`config.mk`:
```
export PLATFORM = sky130hd
export DESIGN_NAME = hdmi_src_switch_ctrl
export DESIGN_NICKNAME = d
export VERILOG_FILES = /design/src/rtl/hdmi_src_switch_ctrl.sv
export SDC_FILE = /design/constraint.sdc
export NUM_CORES = 1
export LEC_CHECK = 0
export BUFFER_PORTS_ARGS = -buffer_cell sky130_fd_sc_hd__clkbuf_2
export CAP_MARGIN = 20
export CORE_MARGIN = 4
export CORE_UTILIZATION = 40
export CTS_CLUSTER_SIZE = 12
export DETAILED_ROUTE_END_ITERATION = 10
export HOLD_SLACK_MARGIN = 0.02
export PLACE_DENSITY = 0.59
export SYNTH_ARGS = -nofsm -noshare
export SYNTH_HDL_FRONTEND = slang
export SYNTH_SLANG_ARGS = --single-unit
export TNS_END_PERCENT = 10
```
`constraint.sdc`:
```
create_clock -name clk -period 2.3 [get_ports clk]
set_input_delay 0.115 -clock clk [delete_from_list [all_inputs] [get_ports clk]]
set_output_delay 0.115 -clock clk [all_outputs]
set_load 0.01 [all_outputs]
```
`src/rtl/hdmi_src_switch_ctrl.sv`:
```
// -----------------------------------------------------------------------------
// hdmi_src_switch_ctrl
//
// Purpose:
//   Sequences a glitch-free switch between two video sources (vga / ft) that
//   feed a shared HDMI transmitter. A source change is deferred to the next
//   vsync edge. The HDMI PLL is then reset and relocked. Video stays blanked
//   and audio stays muted until the PLL has locked and the new source has
//   delivered a number of complete frames. Loss of lock at any point re-runs
//   the PLL reset sequence. A lock that never arrives parks the block in FAULT.
//   FAULT recovers on its own when lock appears or a new source is requested.
//
// Parameters:
//   RST_CYCLES    - PLL reset pulse length in clk cycles (>= 1)
//   LOCK_TIMEOUT  - max clk cycles waited for PLL lock or for a vsync edge
//   SETTLE_FRAMES - vsync rising edges needed after lock before unblank (>= 1)
//
// Ports:
//   clk        in   single clock, all logic on its rising edge
//   reset_n    in   asynchronous active-low reset
//   sel_req    in   requested source (0 = vga, 1 = ft), asynchronous
//   vs_in      in   vsync of the currently selected source, asynchronous
//   pll_locked in   HDMI PLL lock indication, asynchronous
//   sel_out    out  source select driving the video mux and the PLL
//   pll_rst    out  PLL reset, active-high
//   blank      out  forces video DE low and RGB to zero downstream
//   mute       out  forces audio samples to zero downstream
//   busy       out  high whenever a switch/relock sequence is in progress
//   fault      out  high while waiting for a lock that timed out
// -----------------------------------------------------------------------------
module hdmi_src_switch_ctrl #(
    parameter int RST_CYCLES    = 16,
    parameter int LOCK_TIMEOUT  = 1000000,
    parameter int SETTLE_FRAMES = 2
) (
    input  logic clk,
    input  logic reset_n,
    input  logic sel_req,
    input  logic vs_in,
    input  logic pll_locked,
    output logic sel_out,
    output logic pll_rst,
    output logic blank,
    output logic mute,
    output logic busy,
    output logic fault
);

    // The one counter has to reach the larger of the two cycle limits.
    // SETTLE counts frames into the same register, so SETTLE_FRAMES is
    // expected to stay well below that range.
    localparam int MAX_COUNT = (LOCK_TIMEOUT > RST_CYCLES) ? LOCK_TIMEOUT : RST_CYCLES;
    localparam int CNT_W     = $clog2(MAX_COUNT + 1);

    localparam logic [CNT_W-1:0] CNT_ONE     = CNT_W'(1);
    localparam logic [CNT_W-1:0] CNT_MAX     = {CNT_W{1'b1}};
    localparam logic [CNT_W-1:0] RST_LAST    = CNT_W'(RST_CYCLES - 1);
    localparam logic [CNT_W-1:0] LOCK_LAST   = CNT_W'(LOCK_TIMEOUT - 1);
    localparam logic [CNT_W-1:0] SETTLE_LAST = CNT_W'(SETTLE_FRAMES - 1);

    typedef enum logic [2:0] {
        IDLE      = 3'd0,
        WAIT_VS   = 3'd1,
        PLL_RST   = 3'd2,
        WAIT_LOCK = 3'd3,
        SETTLE    = 3'd4,
        FAULT     = 3'd5
    } state_t;

    state_t            state;
    state_t            state_nxt;
    logic [CNT_W-1:0]  cnt;
    logic [CNT_W-1:0]  cnt_nxt;
    logic              sel_nxt;

    logic              sel_meta;
    logic              sel_s;
    logic              vs_meta;
    logic              vs_s;
    logic              vs_d;
    logic              lock_meta;
    logic              lock_s;

    logic              vs_edge;
    logic              sel_diff;

    logic              pll_rst_nxt;
    logic              blank_nxt;
    logic              mute_nxt;
    logic              busy_nxt;
    logic              fault_nxt;

    // Two-flop synchronizers for the three asynchronous inputs, plus one more
    // flop on the synchronized vsync so that its rising edge can be seen.
    // Everything clears in reset, so no stale edge or stale request can
    // appear right after release.
    always_ff @(posedge clk or negedge reset_n) begin
        if (!reset_n) begin
            sel_meta  <= 1'b0;
            sel_s     <= 1'b0;
            vs_meta   <= 1'b0;
            vs_s      <= 1'b0;
            vs_d      <= 1'b0;
            lock_meta <= 1'b0;
            lock_s    <= 1'b0;
        end else begin
            sel_meta  <= sel_req;
            sel_s     <= sel_meta;
            vs_meta   <= vs_in;
            vs_s      <= vs_meta;
            vs_d      <= vs_s;
            lock_meta <= pll_locked;
            lock_s    <= lock_meta;
        end
    end

    // The edge is a single-cycle pulse: high in the first cycle in which
    // the synchronized vsync is seen high.
    assign vs_edge  = vs_s & ~vs_d;
    assign sel_diff = (sel_s != sel_out);

    // Next-state and source-select decision. A new source request always
    // beats a pending lock, timeout or settle completion, because finishing a
    // sequence for a source nobody wants any more only delays the real switch.
    // In IDLE, lock loss beats a request: relocking comes first, and the
    // request is still pending when IDLE is reached again.
    // In WAIT_VS, a request that is withdrawn before it takes effect simply
    // returns to IDLE.
    always_comb begin
        state_nxt = state;
        sel_nxt   = sel_out;
        case (state)
            IDLE: begin
                if (!lock_s) begin
                    state_nxt = PLL_RST;
                end else if (sel_diff) begin
                    state_nxt = WAIT_VS;
                end
            end
            WAIT_VS: begin
                if (!sel_diff) begin
                    state_nxt = IDLE;
                end else if (vs_edge || (cnt == LOCK_LAST)) begin
                    state_nxt = PLL_RST;
                    sel_nxt   = sel_s;
                end
            end
            PLL_RST: begin
                if (cnt == RST_LAST) begin
                    state_nxt = WAIT_LOCK;
                end
            end
            WAIT_LOCK: begin
                if (sel_diff) begin
                    state_nxt = PLL_RST;
                    sel_nxt   = sel_s;
                end else if (lock_s) begin
                    state_nxt = SETTLE;
                end else if (cnt == LOCK_LAST) begin
                    state_nxt = FAULT;
                end
            end
            SETTLE: begin
                if (!lock_s || sel_diff) begin
                    state_nxt = PLL_RST;
                    sel_nxt   = sel_s;
                end else if (vs_edge && (cnt == SETTLE_LAST)) begin
                    state_nxt = IDLE;
                end
            end
            FAULT: begin
                if (sel_diff) begin
                    state_nxt = PLL_RST;
                    sel_nxt   = sel_s;
                end else if (lock_s) begin
                    state_nxt = SETTLE;
                end
            end
            default: begin
                state_nxt = PLL_RST;
            end
        endcase
    end

    // One shared counter. It clears whenever the state changes. In SETTLE it
    // counts vsync edges; in every other state it counts clk cycles. It holds
    // at all-ones instead of wrapping, so a long stay in IDLE or FAULT can
    // never produce a false terminal count.
    always_comb begin
        cnt_nxt = cnt;
        if (state_nxt != state) begin
            cnt_nxt = '0;
        end else if (cnt != CNT_MAX) begin
            if (state == SETTLE) begin
                if (vs_edge) begin
                    cnt_nxt = cnt + CNT_ONE;
                end
            end else begin
                cnt_nxt = cnt + CNT_ONE;
            end
        end
    end

    // Output decode from the next state. The outputs are registered, so
    // each one changes on the same clk edge as the state it belongs to.
    always_comb begin
        pll_rst_nxt = 1'b0;
        blank_nxt   = 1'b1;
        mute_nxt    = 1'b1;
        busy_nxt    = 1'b1;
        fault_nxt   = 1'b0;
        case (state_nxt)
            IDLE: begin
                blank_nxt = 1'b0;
                mute_nxt  = 1'b0;
                busy_nxt  = 1'b0;
            end
            WAIT_VS: begin
                blank_nxt = 1'b0;
            end
            PLL_RST: begin
                pll_rst_nxt = 1'b1;
            end
            FAULT: begin
                fault_nxt = 1'b1;
            end
            default: begin
                pll_rst_nxt = 1'b0;
            end
        endcase
    end

    // State, counter and registered outputs. Reset puts the block straight
    // into PLL_RST with source 0. The power-up sequence therefore runs
    // without any request, and a mid-sequence reset aborts to the same point.
    always_ff @(posedge clk or negedge reset_n) begin
        if (!reset_n) begin
            state   <= PLL_RST;
            cnt     <= '0;
            sel_out <= 1'b0;
            pll_rst <= 1'b1;
            blank   <= 1'b1;
            mute    <= 1'b1;
            busy    <= 1'b1;
            fault   <= 1'b0;
        end else begin
            state   <= state_nxt;
            cnt     <= cnt_nxt;
            sel_out <= sel_nxt;
            pll_rst <= pll_rst_nxt;
            blank   <= blank_nxt;
            mute    <= mute_nxt;
            busy    <= busy_nxt;
            fault   <= fault_nxt;
        end
    end

endmodule
```
==> out/metrics.cfg <==
[synth]
yosysWarningCount = 0
ys_seq_area_share_pct = 44.8
syn_nets = 194
synth_edf_count = 0
synth_cells = 187
synth_top_area_share_pct = 39.5
ys_ff_latch = 35
async_flop_share_pct = 100
synth_top_flop_cell = dfrtp_1
synth_area_leaders = dfrtp_1, nor3_2, dfstp_2
ys_types = 42
syn_area_per_cell_sq_um = 10.5
syn-cell-area_sq_um = 1970
synth.largest_area_cell = dfrtp_1

[clock_tree]
clockBufferDepth = 2
root_buffer = clkbuf_8
htree_levels = 2
cts_tree = built
hold_buffers = 4
cts_buffers = 5
cts_setup_buffers = 0
cts_resized = 0
insertion_delay_ns = 0.29
clk_pin_slew_ns = 0.07
clock_sink_count = 35

[timing]
slew_headroom_pct = 43.3
clock_skew_ns = 0.00519
rsz0062_at_grt = no
min_period_over_period_pct = 93.1
fin_hold_ws_ns = 0.360
drv_slew = 0
tightestPinTransition_ns = 0.851
setup_viol = 0
fmax_mhz = 467
tns_ns = 0
fin_crit_ns = 2.14
hold_violations = 0

[layout]
post-route-util_pct = 46.9
layout_common_cells = dfrtp_1, nor3_2, nand2_1
area_growth_pct = 13.5
fillCellCount = 485
finalInstanceArea_sq_um = 2230
mostFrequentLayoutCell = dfrtp_1
multiInputGateArea_sq_um = 973
nets = 208
ff_latch_area_sq_um = 881
final_layout_size_suffix_gt1_share_pct = 26.2
n_antenna_cell = 0

[routing]
via_count = 1424
drc = 0
finalWirelength_mm = 3.84
via_per_inst = 5.29
drt_first_pass_iters = 4
ant_nets = 0
wl_per_cell_um = 14.3
initialDrtViolationCount = 80

[global_routing]
first_global_vias = 1447
grtUsageTotal_pct = 14.1
grt_max_degree = 36
antenna_found_initial = 0
grt_overflow = 0
grt_pass1_wl_mm = 6.82

[floorplanning]
start_util_pct = 41.3
die_w_um = 78.1
row_count = 25
core_area_sq_um = 4750
ios = 11
fp.dieH_um = 78.1
die_area_sq_um = 6100

[setup_path]
worst-setup-path-type = reg2reg
crit_required_ns = 2.47
worstSetupEndpointType = flip-flop
arrival_ns = 2.32
cp_max_fo = 7
start_kind = flip-flop

[worst_hold_path]
worstHoldPathType = reg2reg

[outcome]
status = finished clean

[power]
p_leak_nw = 0.973
ir_drop_v = 0.000587
power_density_nw_per_um2 = 876

[placement]
place_congestion = 0.773
dpl-instance-area_sq_um = 2050
hpwl_mm = 2.66
io_buffers = 10

[run]
drv_cap = 0

-- power breakdown --
part	internal (W)	total, W	leakage, nW	switching [W]
Sequential	0.000698	0.000810	0.448	0.000112
Combinational	0.000203	0.000484	0.460	0.000282
Clock	0.000432	0.000660	0.0644	0.000228
Total	0.00133	0.00195	0.973	0.000622
-- cells in the mapped netlist, types with 2 or more instances --
library cell,count
buf_4,2
nand3_1,11
o21ai_1,7
or3_1,2
inv_2,2
xor2_1,10
and4_1,3
nor3_2,20
nor3_1,3
dfrtp_1,31
nand3b_1,2
o31a_1,2
nand2b_1,2
nand3_2,2
o21ai_0,2
nand2_1,13
inv_1,5
a21oi_1,2
xnor2_1,12
buf_2,2
buf_6,4
nor4_1,4
and3_1,4
nand4_1,8
dfstp_2,4
ha_1,2
nor2_1,11
-- area by class of cell --
| type | instances | area share, % |
|---|---|---|
| inverter | 7 | 1.18 |
| tap | 67 | 3.76 |
| timing repair buffer | 16 | 5.83 |
| clock buffer | 5 | 3.08 |
| multi-input combinational | 136 | 43.6 |
| sequential | 35 | 39.5 |
| clock inverter | 3 | 3.03 |
-- kinds of logic after synthesis --
| group | count (synthesis) | share of synthesized area, % |
|---|---|---|
| AND/OR/NAND/NOR | 91 | 30.9 |
| flip-flops | 35 | 44.8 |
| XOR/XNOR | 22 | 9.80 |
| AO/OA/AOI/OAI | 20 | 7.00 |
| buffers and inverters | 16 | 5.66 |
| adder cells (fa/ha/maj) | 2 | 1.27 |
| multiplexers | 1 | 0.573 |
-- metrics by stage --
step	setup slack (ns)	cells	power (W)
global placement	0.274	257	0.00129
floorplan	0.496	187	0.00118
global route	0.0940	269	0.00207
CTS	0.163	269	0.00197
detailed placement	0.235	257	0.00130
finish	0.158	269	0.00195
-- final timing paths --
kind                            from      end  cells after the start  slack [ns]
setup / recovery              cnt[6]  sel_out                      6        0.16
hold / removal             lock_meta   lock_s                      0        0.36
setup reg to reg              cnt[6]  sel_out                      6        0.16
hold reg to reg            lock_meta   lock_s                      0        0.36
max in group asynchronous    reset_n  cnt[19]                      2        1.30
min in group asynchronous    reset_n    fault                      2        0.47
-- sequential cells by signal, indices dropped and copies added, names as in the netlist --
| signal | cells |
|---|---|
| lock_s | 1 |
| state | 3 |
| sel_meta | 1 |
| busy | 1 |
| vs_s | 1 |
| fault | 1 |
| cnt | 20 |
| vs_meta | 1 |
| vs_d | 1 |
| sel_out | 1 |
| pll_rst | 1 |
| sel_s | 1 |
| blank | 1 |
| lock_meta | 1 |
-- routing by layer --
| layer | part of all wire (%) | global-route usage (%) | vias to the layer above |
|---|---|---|---|
| met5 | 0 | 0 | - |
| met4 | 1.7 | 5.59 | 0 |
| met2 | 49 | 23.2 | 19 |
| met1 | 45 | 17.4 | 710 |
| li1 | - | - | 688 |
| met3 | 3.4 | 4.13 | 7 |
-- critical path, cell delays in order, from the launching register on --
cell and delay (ns):
dfrtp_1 0.43, nor4_1 0.47, nand2_1 0.17, nor3_4 0.34, o31ai_1 0.10, o21ai_1 0.16, mux2_1 0.35
No activity file was read; power rests on OpenSTA's default activity.
